<file path="config.mk">
export PLATFORM = sky130hd
export DESIGN_NAME = vp_cache_req_sched_flat
export DESIGN_NICKNAME = d
export VERILOG_FILES = /design/src/rtl/vp_cache_req_sched_if.sv /design/src/rtl/vp_cache_req_sched.sv /design/src/flat_wrapper.sv
export SDC_FILE = /design/constraint.sdc
export NUM_CORES = 1
export LEC_CHECK = 0
export ABC_CLOCK_PERIOD_IN_PS = 6500
export BUFFER_PORTS_ARGS = -buffer_cell sky130_fd_sc_hd__buf_2
export CELL_PAD_IN_SITES_DETAIL_PLACEMENT = 1
export CELL_PAD_IN_SITES_GLOBAL_PLACEMENT = 1
export CORE_AREA = 2 2 212 214
export DETAILED_ROUTE_END_ITERATION = 6
export DIE_AREA = 0 0 214 216
export PLACE_DENSITY = 0.55
export SLEW_MARGIN = 20
export SYNTH_ARGS = -nofsm -noshare
export SYNTH_HDL_FRONTEND = slang
export SYNTH_SLANG_ARGS = --single-unit
</file>
<file path="constraint.sdc">
create_clock -name clk -period 6.5 [get_ports clk]
set_input_delay 1.3 -clock clk [delete_from_list [all_inputs] [get_ports clk]]
set_output_delay 1.3 -clock clk [all_outputs]
set_load 0.02 [all_outputs]
</file>
<file path="src/rtl/vp_cache_req_sched_if.sv">
// vp_cache_req_sched_if: requester/NOC/response bundle; slave = scheduler (req_*, resp_*, mst_ready in; req_ready, mst_*, outst_cnt, idle, err out), master = environment
interface vp_cache_req_sched_if #(
  parameter int N_REQ = 3,
  parameter int WIDTH = 128
);
  localparam int SW = $clog2(N_REQ);
  logic [N_REQ-1:0] req_valid;
  logic [N_REQ*WIDTH-1:0] req_info;
  logic [N_REQ-1:0] req_ready;
  logic mst_valid;
  logic [WIDTH-1:0] mst_info;
  logic [SW-1:0] mst_src;
  logic mst_ready;
  logic resp_fire;
  logic [SW-1:0] resp_src;
  logic [N_REQ*4-1:0] outst_cnt;
  logic idle;
  logic err_resp_underflow;
  modport slave (
    input req_valid, req_info, mst_ready, resp_fire, resp_src,
    output req_ready, mst_valid, mst_info, mst_src, outst_cnt, idle, err_resp_underflow
  );
  modport master (
    output req_valid, req_info, mst_ready, resp_fire, resp_src,
    input req_ready, mst_valid, mst_info, mst_src, outst_cnt, idle, err_resp_underflow
  );
endinterface

</file>
<file path="src/rtl/vp_cache_req_sched.sv">
// vp_cache_req_sched: credit-aware weighted round-robin scheduler; ports clk, rst and bus (slave modport of vp_cache_req_sched_if)
module vp_cache_req_sched #(
  parameter int N_REQ = 3,
  parameter int WIDTH = 128,
  parameter int MAX_OUTST = 4,
  parameter int WEIGHT = 2,
  parameter logic [N_REQ-1:0] RESP_MASK = 3'b101
) (
  input logic clk,
  input logic rst,
  vp_cache_req_sched_if.slave bus
);
  localparam int SW = $clog2(N_REQ);
  localparam logic [0:0] ARB = 1'b0;
  localparam logic [0:0] BURST = 1'b1;
  logic [0:0] state_q, state_d;
  logic [SW-1:0] rr_q, rr_d, owner_q, owner_d, src_q, src_d, g, arb_g, idx;
  logic [3:0] burst_q, burst_d;
  logic [3:0] cnt_q [N_REQ];
  logic [3:0] cnt_d [N_REQ];
  logic [WIDTH-1:0] info_q, info_d;
  logic mst_valid_q, mst_valid_d, err_q, err_d;
  logic [N_REQ-1:0] elig, inc, dec_ok;
  logic [N_REQ*4-1:0] cnt_flat;
  logic load_en, arb_found, grant_v, accept;
  function automatic logic [SW-1:0] nxt(input logic [SW-1:0] x);
    return x == SW'(N_REQ - 1) ? '0 : x + 1'b1;
  endfunction
  always_comb begin
    load_en = !mst_valid_q | bus.mst_ready;
    for (int i = 0; i < N_REQ; i++) elig[i] = bus.req_valid[i] & (!RESP_MASK[i] | (cnt_q[i] < 4'(MAX_OUTST)));
    arb_found = 1'b0;
    arb_g = '0;
    idx = '0;
    for (int k = 0; k < N_REQ; k++) begin
      idx = SW'((int'(rr_q) + k) % N_REQ);
      if (!arb_found && elig[idx]) begin
        arb_found = 1'b1;
        arb_g = idx;
      end
    end
    grant_v = state_q == ARB ? arb_found : elig[owner_q];
    g = state_q == ARB ? arb_g : owner_q;
    accept = grant_v & load_en;
    state_d = state_q;
    rr_d = rr_q;
    owner_d = owner_q;
    burst_d = burst_q;
    if (state_q == ARB) begin
      if (accept && WEIGHT > 1) begin
        state_d = BURST;
        owner_d = g;
        burst_d = 4'd1;
      end else if (accept) rr_d = nxt(g);
    end else if (!elig[owner_q] || (accept && burst_q + 4'd1 == 4'(WEIGHT))) begin
      state_d = ARB;
      rr_d = nxt(owner_q);
    end else if (accept) burst_d = burst_q + 4'd1;
    for (int i = 0; i < N_REQ; i++) begin
      inc[i] = accept & (g == SW'(i)) & RESP_MASK[i];
      dec_ok[i] = bus.resp_fire & (bus.resp_src == SW'(i)) & RESP_MASK[i] & (cnt_q[i] != 4'd0);
      cnt_d[i] = cnt_q[i] + {3'b0, inc[i]} - {3'b0, dec_ok[i]};
      cnt_flat[i*4 +: 4] = cnt_q[i];
    end
    err_d = err_q | (bus.resp_fire & ~|dec_ok);
    mst_valid_d = load_en ? accept : mst_valid_q;
    info_d = accept ? bus.req_info[int'(g)*WIDTH +: WIDTH] : info_q;
    src_d = accept ? g : src_q;
  end
  always_ff @(posedge clk) begin
    if (rst) begin
      state_q <= ARB;
      rr_q <= '0;
      owner_q <= '0;
      burst_q <= '0;
      for (int i = 0; i < N_REQ; i++) cnt_q[i] <= '0;
      mst_valid_q <= 1'b0;
      info_q <= '0;
      src_q <= '0;
      err_q <= 1'b0;
    end else begin
      state_q <= state_d;
      rr_q <= rr_d;
      owner_q <= owner_d;
      burst_q <= burst_d;
      for (int i = 0; i < N_REQ; i++) cnt_q[i] <= cnt_d[i];
      mst_valid_q <= mst_valid_d;
      info_q <= info_d;
      src_q <= src_d;
      err_q <= err_d;
    end
  end
  assign bus.req_ready = accept ? N_REQ'(1) << g : '0;
  assign bus.mst_valid = mst_valid_q;
  assign bus.mst_info = info_q;
  assign bus.mst_src = src_q;
  assign bus.outst_cnt = cnt_flat;
  assign bus.idle = !mst_valid_q & ~|cnt_flat;
  assign bus.err_resp_underflow = err_q;
endmodule

</file>
<file path="src/flat_wrapper.sv">
// flat-port wrapper written by rule: the top's interface ports become plain ports
module vp_cache_req_sched_flat 
#(
  parameter int N_REQ = 3,
  parameter int WIDTH = 128,
  parameter int MAX_OUTST = 4,
  parameter int WEIGHT = 2,
  parameter logic [N_REQ-1:0] RESP_MASK = 3'b101
)
  (clk, rst, bus_req_valid, bus_req_info, bus_mst_ready, bus_resp_fire, bus_resp_src, bus_req_ready, bus_mst_valid, bus_mst_info, bus_mst_src, bus_outst_cnt, bus_idle, bus_err_resp_underflow);
  vp_cache_req_sched_if #(.N_REQ(N_REQ), .WIDTH(WIDTH)) bus_i ();
  input logic clk;
  input logic rst;
  input wire logic [$bits(bus_i.req_valid)-1:0] bus_req_valid;
  input wire logic [$bits(bus_i.req_info)-1:0] bus_req_info;
  input wire logic [$bits(bus_i.mst_ready)-1:0] bus_mst_ready;
  input wire logic [$bits(bus_i.resp_fire)-1:0] bus_resp_fire;
  input wire logic [$bits(bus_i.resp_src)-1:0] bus_resp_src;
  output wire logic [$bits(bus_i.req_ready)-1:0] bus_req_ready;
  output wire logic [$bits(bus_i.mst_valid)-1:0] bus_mst_valid;
  output wire logic [$bits(bus_i.mst_info)-1:0] bus_mst_info;
  output wire logic [$bits(bus_i.mst_src)-1:0] bus_mst_src;
  output wire logic [$bits(bus_i.outst_cnt)-1:0] bus_outst_cnt;
  output wire logic [$bits(bus_i.idle)-1:0] bus_idle;
  output wire logic [$bits(bus_i.err_resp_underflow)-1:0] bus_err_resp_underflow;
  assign bus_i.req_valid = bus_req_valid;
  assign bus_i.req_info = bus_req_info;
  assign bus_i.mst_ready = bus_mst_ready;
  assign bus_i.resp_fire = bus_resp_fire;
  assign bus_i.resp_src = bus_resp_src;
  assign bus_req_ready = bus_i.req_ready;
  assign bus_mst_valid = bus_i.mst_valid;
  assign bus_mst_info = bus_i.mst_info;
  assign bus_mst_src = bus_i.mst_src;
  assign bus_outst_cnt = bus_i.outst_cnt;
  assign bus_idle = bus_i.idle;
  assign bus_err_resp_underflow = bus_i.err_resp_underflow;
  vp_cache_req_sched #(.N_REQ(N_REQ), .WIDTH(WIDTH), .MAX_OUTST(MAX_OUTST), .WEIGHT(WEIGHT), .RESP_MASK(RESP_MASK)) u_core (.clk(clk), .rst(rst), .bus(bus_i));
endmodule
</file>
Yosys cells after proc, flatten, opt, wreduce, memory -nomap -nowiden. Memory sizes are Yosys's and may differ from the RTL's. Cells that the tools add are included.

Reductions and logical operators: 19. Div/mod/pow operators: 3. Shift-type cells: 2. Eq/ne operators: 5. Order comparisons: 6. Add/subtract/negate cells: 8. Mux-type cells: 31. Bitwise operators: 17.

Operators by type and width (number): $shiftx 384x10->128 (1); $mod 32x3->32 const B (2); $mod 3x3->32 const B (1); $mux 4 (7); $mux 1 (14); $lt 2x3->1 const B (4); $reduce_or 12->1 (1); $and 1x1->1 (11); $mux 2 (5); $add 4x1->4 (2); $bmux 1 s2 (4); $lt 4x3->1 const B (2); $reduce_bool 4->1 (2); $sub 4x1->4 (2); $eq 2x2->1 const B (3); $logic_not 1->1 (6); $reduce_and 2->1 (3); $or 1x1->1 (5); $add 4x1->4 const B (1); $eq 4x2->1 const B (1); $logic_not 2->1 (2); $add 2x1->3 const B (1); $add 2x2->3 const B (1); $logic_and 1x1->1 (3); other kinds (7) (7).

Output and inout port bits: 148. Register bits after elaboration: 141. Bits in writable memories: 12. Memories kept: 1. Input bits: 393. Word-level logic and storage cells: 100.

Memories: u_core.cnt_q (depth 3, width 4, read ports 3, clocked after memory_dff 0, write ports 3, line vp_cache_req_sched.sv:19) `logic [3:0] cnt_q [N_REQ];`.

Logic depth before layout (Yosys ltp). An unclocked memory read counts as a cell.

Word-level depth: 18. Gate-level depth with buffers: 14. Depth with buffers taken out: 12.

Least setup slack after synthesis. No wires, ideal clock.

Path type: input-to-output. Start: input bus_req_valid[0]. End: output bus_req_ready[1]. Arrival time: 2.925 ns. Slack: 2.275 ns. Buffers on the path: 2. Stages: 8. Path through: and2_1 > a21o_4 > a2111oi_2 > a2bb2oi_1 > buf_4 > buf_4 > nand3_1 > inv_1.

Longest elaborated chain between the ends: 13. Elaborated cells on any way between the ends: 24. Those cells by class: shift (1); mux (17); bitwise (2); reduce/logical (4).

RTL lines: from (decl) (line flat_wrapper.sv:14) `input wire logic [$bits(bus_i.req_valid)-1:0] bus_req_valid;`; $and 1x1->1 (*) (line vp_cache_req_sched.sv:31) `for (int i = 0; i < N_REQ; i++) elig[i] = bus.req_valid[i] & (!RESP_MASK[i] | (cnt_q[i] < 4'(MAX_OUTST)));`; $bmux 1 s2 (line vp_cache_req_sched.sv:37) `if (!arb_found && elig[idx]) begin`; $mux 1 (not written as such) (line vp_cache_req_sched.sv:37); $mux 1 (line vp_cache_req_sched.sv:37); $logic_not 1->1 (line vp_cache_req_sched.sv:37); $logic_and 1x1->1 (line vp_cache_req_sched.sv:37); $mux 1 (line vp_cache_req_sched.sv:37); $logic_not 1->1 (line vp_cache_req_sched.sv:37); $logic_and 1x1->1 (line vp_cache_req_sched.sv:37); $mux 2 or $mux 1 (tied branches) (line vp_cache_req_sched.sv:37); $mux 2 or $mux 1 (tied branches) (line vp_cache_req_sched.sv:43, vp_cache_req_sched.sv:42); $shl 1x2->3 or $and 1x1->1 (tied branches) (line vp_cache_req_sched.sv:93, vp_cache_req_sched.sv:44); $mux 3 (*) (line vp_cache_req_sched.sv:93) `assign bus.req_ready = accept ? N_REQ'(1) << g : '0;`; to (decl) (line flat_wrapper.sv:19) `output wire logic [$bits(bus_i.req_ready)-1:0] bus_req_ready;`.

Mark *: on every way between the ends. The rest lies on a longest branch, timed or not. The select of a mux whose other input is x is not followed.

Worst setup path in the final report.
Start: input bus_req_valid[2]. End: output bus_req_ready[0].

The elaborated chain is that of the path after synthesis.

==> results.rst <==
.. list-table::
   :header-rows: 1

   * - Metric
     - Value
   * - Maximum achievable frequency
     - 0.226 GHz
   * - Total power divided by cell area
     - 473 mW/mm^2
   * - Final setup violating endpoints
     - 0
   * - Core ar.
     - 0.0438 mm^2
   * - Peak VDD IR
     - approximately 0.19 mV
   * - Final total negative setup slack
     - 0 ns
   * - Buffers inserted by post-CTS timing repair
     - 0
   * - Least-Margin Pin Slew
     - 1.10 ns
   * - Met3 global-route usage
     - 5.09%
   * - Number of DRC markers in iteration 0
     - between 300 and 400
   * - Number of distinct library cell variants in the gate-level netlist after synthesis
     - 58
   * - Startpoint of the most critical register-to-register path
     - u_core.rr_q[0]
   * - Worst-skew pair later-pin latency
     - between 0.4 and 0.5 ns
   * - Maximum number of pins on one net before global-route repair
     - 60
   * - Multi-input gate area
     - about 0.0038 mm^2
   * - Synthesized instance count
     - 717
   * - Met1 usage
     - between 10% and 20%
   * - Antenna violations before repair
     - 3
   * - Period minus WS final
     - roughly 4.4 ns
   * - Async set-or-reset flop fraction in the synthesized netlist
     - 0%
   * - Per-cell routed wire length
     - between 15 and 20 um
   * - Ys flop type
     - dfxtp_1
   * - Max transition margin
     - 26.4%
   * - Startpoint type of the worst setup path
     - input port
   * - Worst min path class
     - reg -> reg
   * - Die Outline Area
     - 0.0462 mm^2
   * - Run status
     - completed
   * - Period Utilization, post-route
     - about two thirds
   * - Flip-flop and latch area
     - 0.00298 mm^2
   * - Clock input transition at the sequential cells of the worst setup and hold paths
     - 0.06 ns
   * - Reg-to-reg slack, setup
     - just under 3 ns
   * - Hold-fix buffers, CTS
     - 0
   * - Data arrival time of the worst path
     - 3.12 ns
   * - Maximum fanout along the worst path
     - 7
   * - Max Clock Skew
     - 0.0112 ns
   * - Final hold violations
     - 0
   * - YS warnings
     - 0
   * - Maximum capacitance violations
     - 0
   * - Share of the yosys chip area belonging to registers
     - 41.2%
   * - Final estimated routing congestion in global placement
     - 0.928
   * - Initial core utilization
     - 16.5%
   * - Cts bufs inserted
     - 17
   * - R2r endpoint
     - u_core.bus.mst_info[4]
   * - Avg Inst Size Synth
     - a little over 10 um^2
   * - Die span in x
     - 214 um
   * - Startpoint of the most critical hold path
     - u_core.bus.mst_src[0]
   * - H-tree levels
     - 4
   * - Count of flip-flops with a built-in enable after synthesis
     - 0
   * - Post-Synthesis Cell Area
     - 0.00723 mm^2
   * - RSZ-0062 raised after global routing
     - false
   * - Post-DP HPWL
     - 26.8 mm
   * - Global-route wire length before repair
     - about 52 mm
   * - Peak-usage layer in the global routing report
     - met2
   * - Clock net sink count
     - 149
   * - Final Power
     - 0.00523 W
   * - Layout-stage area growth over the synthesis result
     - 52.6%
   * - Ratio of cells with drive above 1 in the final layout
     - around 48%
   * - Buffer type at the clock tree root
     - clkbuf_16
   * - Drt pass-1 iters
     - 5
   * - Start-to-end type of the worst setup path
     - in -> out
   * - Number of input and output port buffers inserted
     - 536
   * - Logic depth of the worst register-to-register path
     - 10
   * - Total wirelength of the detailed-routed design
     - 34.4 mm
   * - Required time worst endpoint
     - 5.20 ns
   * - Final net count
     - ~1600
   * - Fin. max-slew vios
     - 0
   * - Placed Area
     - ~0.010 mm^2
   * - Clk buf depth
     - 2
   * - I/O pin cnt
     - 541
   * - Instance count along the most critical hold path
     - 2
   * - Fill cell instance count of the final layout
     - ~5300
   * - Worst hold path endpoint
     - u_core.bus.mst_src[0]
   * - Worst Setup End Kind
     - primary output
   * - Number of global-route vias before repair
     - 8414
   * - Register bit count reported by yosys
     - 149
   * - Dpl cells
     - about 1800
   * - GR met2 Demand/Resource
     - 26.1%
   * - Via count
     - 7892
   * - Filler-free cell count of the finished design
     - 1831
   * - Leakage Power
     - 5.30 nW
   * - GR Overflow Total
     - 0
   * - Clock tree from TritonCTS
     - built
   * - DRC violation count after routing
     - 0
   * - Via-to-Cell Ratio
     - 4.31
   * - Number of rows in the core area
     - 77
   * - Gr usage total
     - about 15%
   * - Floorplan die height
     - ~220 um
   * - Final instance area
     - roughly 0.011 mm^2
   * - Antenna Nets Post-Route
     - 0
   * - Post-CTS Resized
     - 0
==> per-stage QoR <==
step / util [%] / setup WS (ns) / hold WS, ns
after global routing: 25.2 / 1.88 / 0.501
after floorplan: - / 2.28 / 0.466
after detailed placement: 23.7 / 2.04 / 0.463
after CTS: 25.2 / 2.03 / 0.477
final: 25.2 / 2.08 / 0.470
after global placement: 23.7 / 2.15 / 0.462
==> sequential cells by signal (all words and copies together) (netlist names) <==
register / flops
u_core.owner_q: 2
u_core.state_q: 1
u_core.rr_q: 2
u_core.bus.mst_valid: 1
u_core.bus.mst_src: 2
u_core.bus.mst_info: 128
u_core.cnt_q: 8
u_core.bus.err_resp_underflow: 1
u_core.burst_q: 4
==> how the worst max path moves through the flow <==
stage               depth (start not counted)             start  slack, ns          endpoint
floorplan                                   8  bus_req_valid[0]       2.28  bus_req_ready[1]
global placement                            8  bus_req_valid[1]       2.15  bus_req_ready[1]
detailed placement                          7  bus_req_valid[2]       2.04  bus_req_ready[0]
CTS                                         7  bus_req_valid[2]       2.03  bus_req_ready[0]
global route                                9    u_core.rr_q[0]       1.88  bus_req_ready[1]
finish                                      7  bus_req_valid[2]       2.08  bus_req_ready[0]
==> final cells by class <==
type / count / share of cell area, %
clock inverter: 12 / 1.60
multi-input combinational: 485 / 34.4
antenna: 3 / 0.0680
sequential: 149 / 27.0
clock buffer: 20 / 4.14
inverter: 23 / 0.782
timing repair buffer: 547 / 25.3
tap: 592 / 6.71
==> power breakdown <==
group | total [W] | switching (W) | leakage, nW | internal [W]
combinational | 0.00274 | 0.00167 | 3.78 | 0.00106
clock | 0.00110 | 0.000438 | 0.295 | 0.000661
sequential | 0.00139 | 0.000169 | 1.23 | 0.00122
==> worst max-delay path, stage by stage <==
cell	delay [ns]
buf_2	0.09
nand2_1	0.14
o21ai_0	0.36
a2111oi_4	0.18
or3_4	0.47
nor3_1	0.33
buf_2	0.24
==> cell usage in the layout, fill, tap and decap left out, types with 3 or more instances in the layout <==
| cell | synthesis | final |
|---|---|---|
| a221o_1 | 40 | 40 |
| nand2_1 | 13 | 12 |
| bufinv_16 | 0 | 4 |
| inv_1 | 23 | 23 |
| nor3_1 | 4 | 4 |
| a22o_1 | 40 | 40 |
| and2_1 | 5 | 5 |
| a22oi_1 | 89 | 89 |
| buf_2 | 16 | 536 |
| a21oi_1 | 11 | 11 |
| nand3b_1 | 3 | 3 |
| xnor2_1 | 3 | 3 |
| clkinvlp_4 | 0 | 5 |
| nor2_1 | 23 | 23 |
| o21ai_0 | 4 | 4 |
| diode_2 | 0 | 3 |
| ha_1 | 16 | 16 |
| o21ai_1 | 88 | 88 |
| dfxtp_1 | 149 | 149 |
| conb_1 | 1 | 4 |
| clkbuf_16 | 0 | 17 |
| mux2i_1 | 90 | 90 |
| buf_4 | 18 | 9 |
| nand3_1 | 3 | 3 |
| nor2b_1 | 7 | 7 |
| a21o_1 | 4 | 4 |
==> layer usage <==
layer / part of all wire [%] / vias up
li1: - / 3767
met1: 38 / 3714
met2: 51 / 367
met3: 7.8 / 42
met4: 2.6 / 2
met5: 0.038 / -
==> synthesized netlist by cell type (2+ instances only) <==
| master | number | area (um^2) |
|---|---|---|
| xnor2_1 | 3 | 26.3 |
| nand3b_1 | 3 | 22.5 |
| buf_4 | 18 | 135 |
| nand3_1 | 3 | 15.0 |
| dfxtp_1 | 149 | 2980 |
| a21oi_1 | 11 | 55.1 |
| o21ai_1 | 88 | 440 |
| fa_1 | 2 | 40.0 |
| nor2b_1 | 7 | 43.8 |
| buf_6 | 10 | 113 |
| and2_1 | 5 | 31.3 |
| nor3_1 | 4 | 20.0 |
| clkbuf_1 | 15 | 56.3 |
| nand2_1 | 13 | 48.8 |
| a211oi_1 | 2 | 15.0 |
| and3_1 | 2 | 12.5 |
| o21ai_0 | 4 | 20.0 |
| clkbuf_4 | 2 | 15.0 |
| a221o_1 | 40 | 400 |
| a21o_1 | 4 | 30.0 |
| a22oi_1 | 89 | 668 |
| o211a_1 | 2 | 20.0 |
| ha_1 | 16 | 200 |
| a22o_1 | 40 | 350 |
| mux2i_1 | 90 | 901 |
| and3b_1 | 2 | 17.5 |
| inv_1 | 23 | 86.3 |
| o31a_1 | 2 | 17.5 |
| nor2_1 | 23 | 86.3 |
| buf_2 | 16 | 80.1 |
| clkbuf_2 | 2 | 10.0 |
==> kinds of logic after synthesis <==
| family | count (synthesis) | synth area share [%] |
|---|---|---|
| mux | 90 | 12.5 |
| buf+inv | 86 | 6.85 |
| other cells | 1 | 0.0518 |
| xor+xnor | 4 | 0.484 |
| simple gates | 72 | 5.43 |
| fa+ha+maj | 18 | 3.32 |
| flops | 149 | 41.2 |
| compound gates | 297 | 30.2 |
Note: power is estimated with default switching activity, not from simulation.
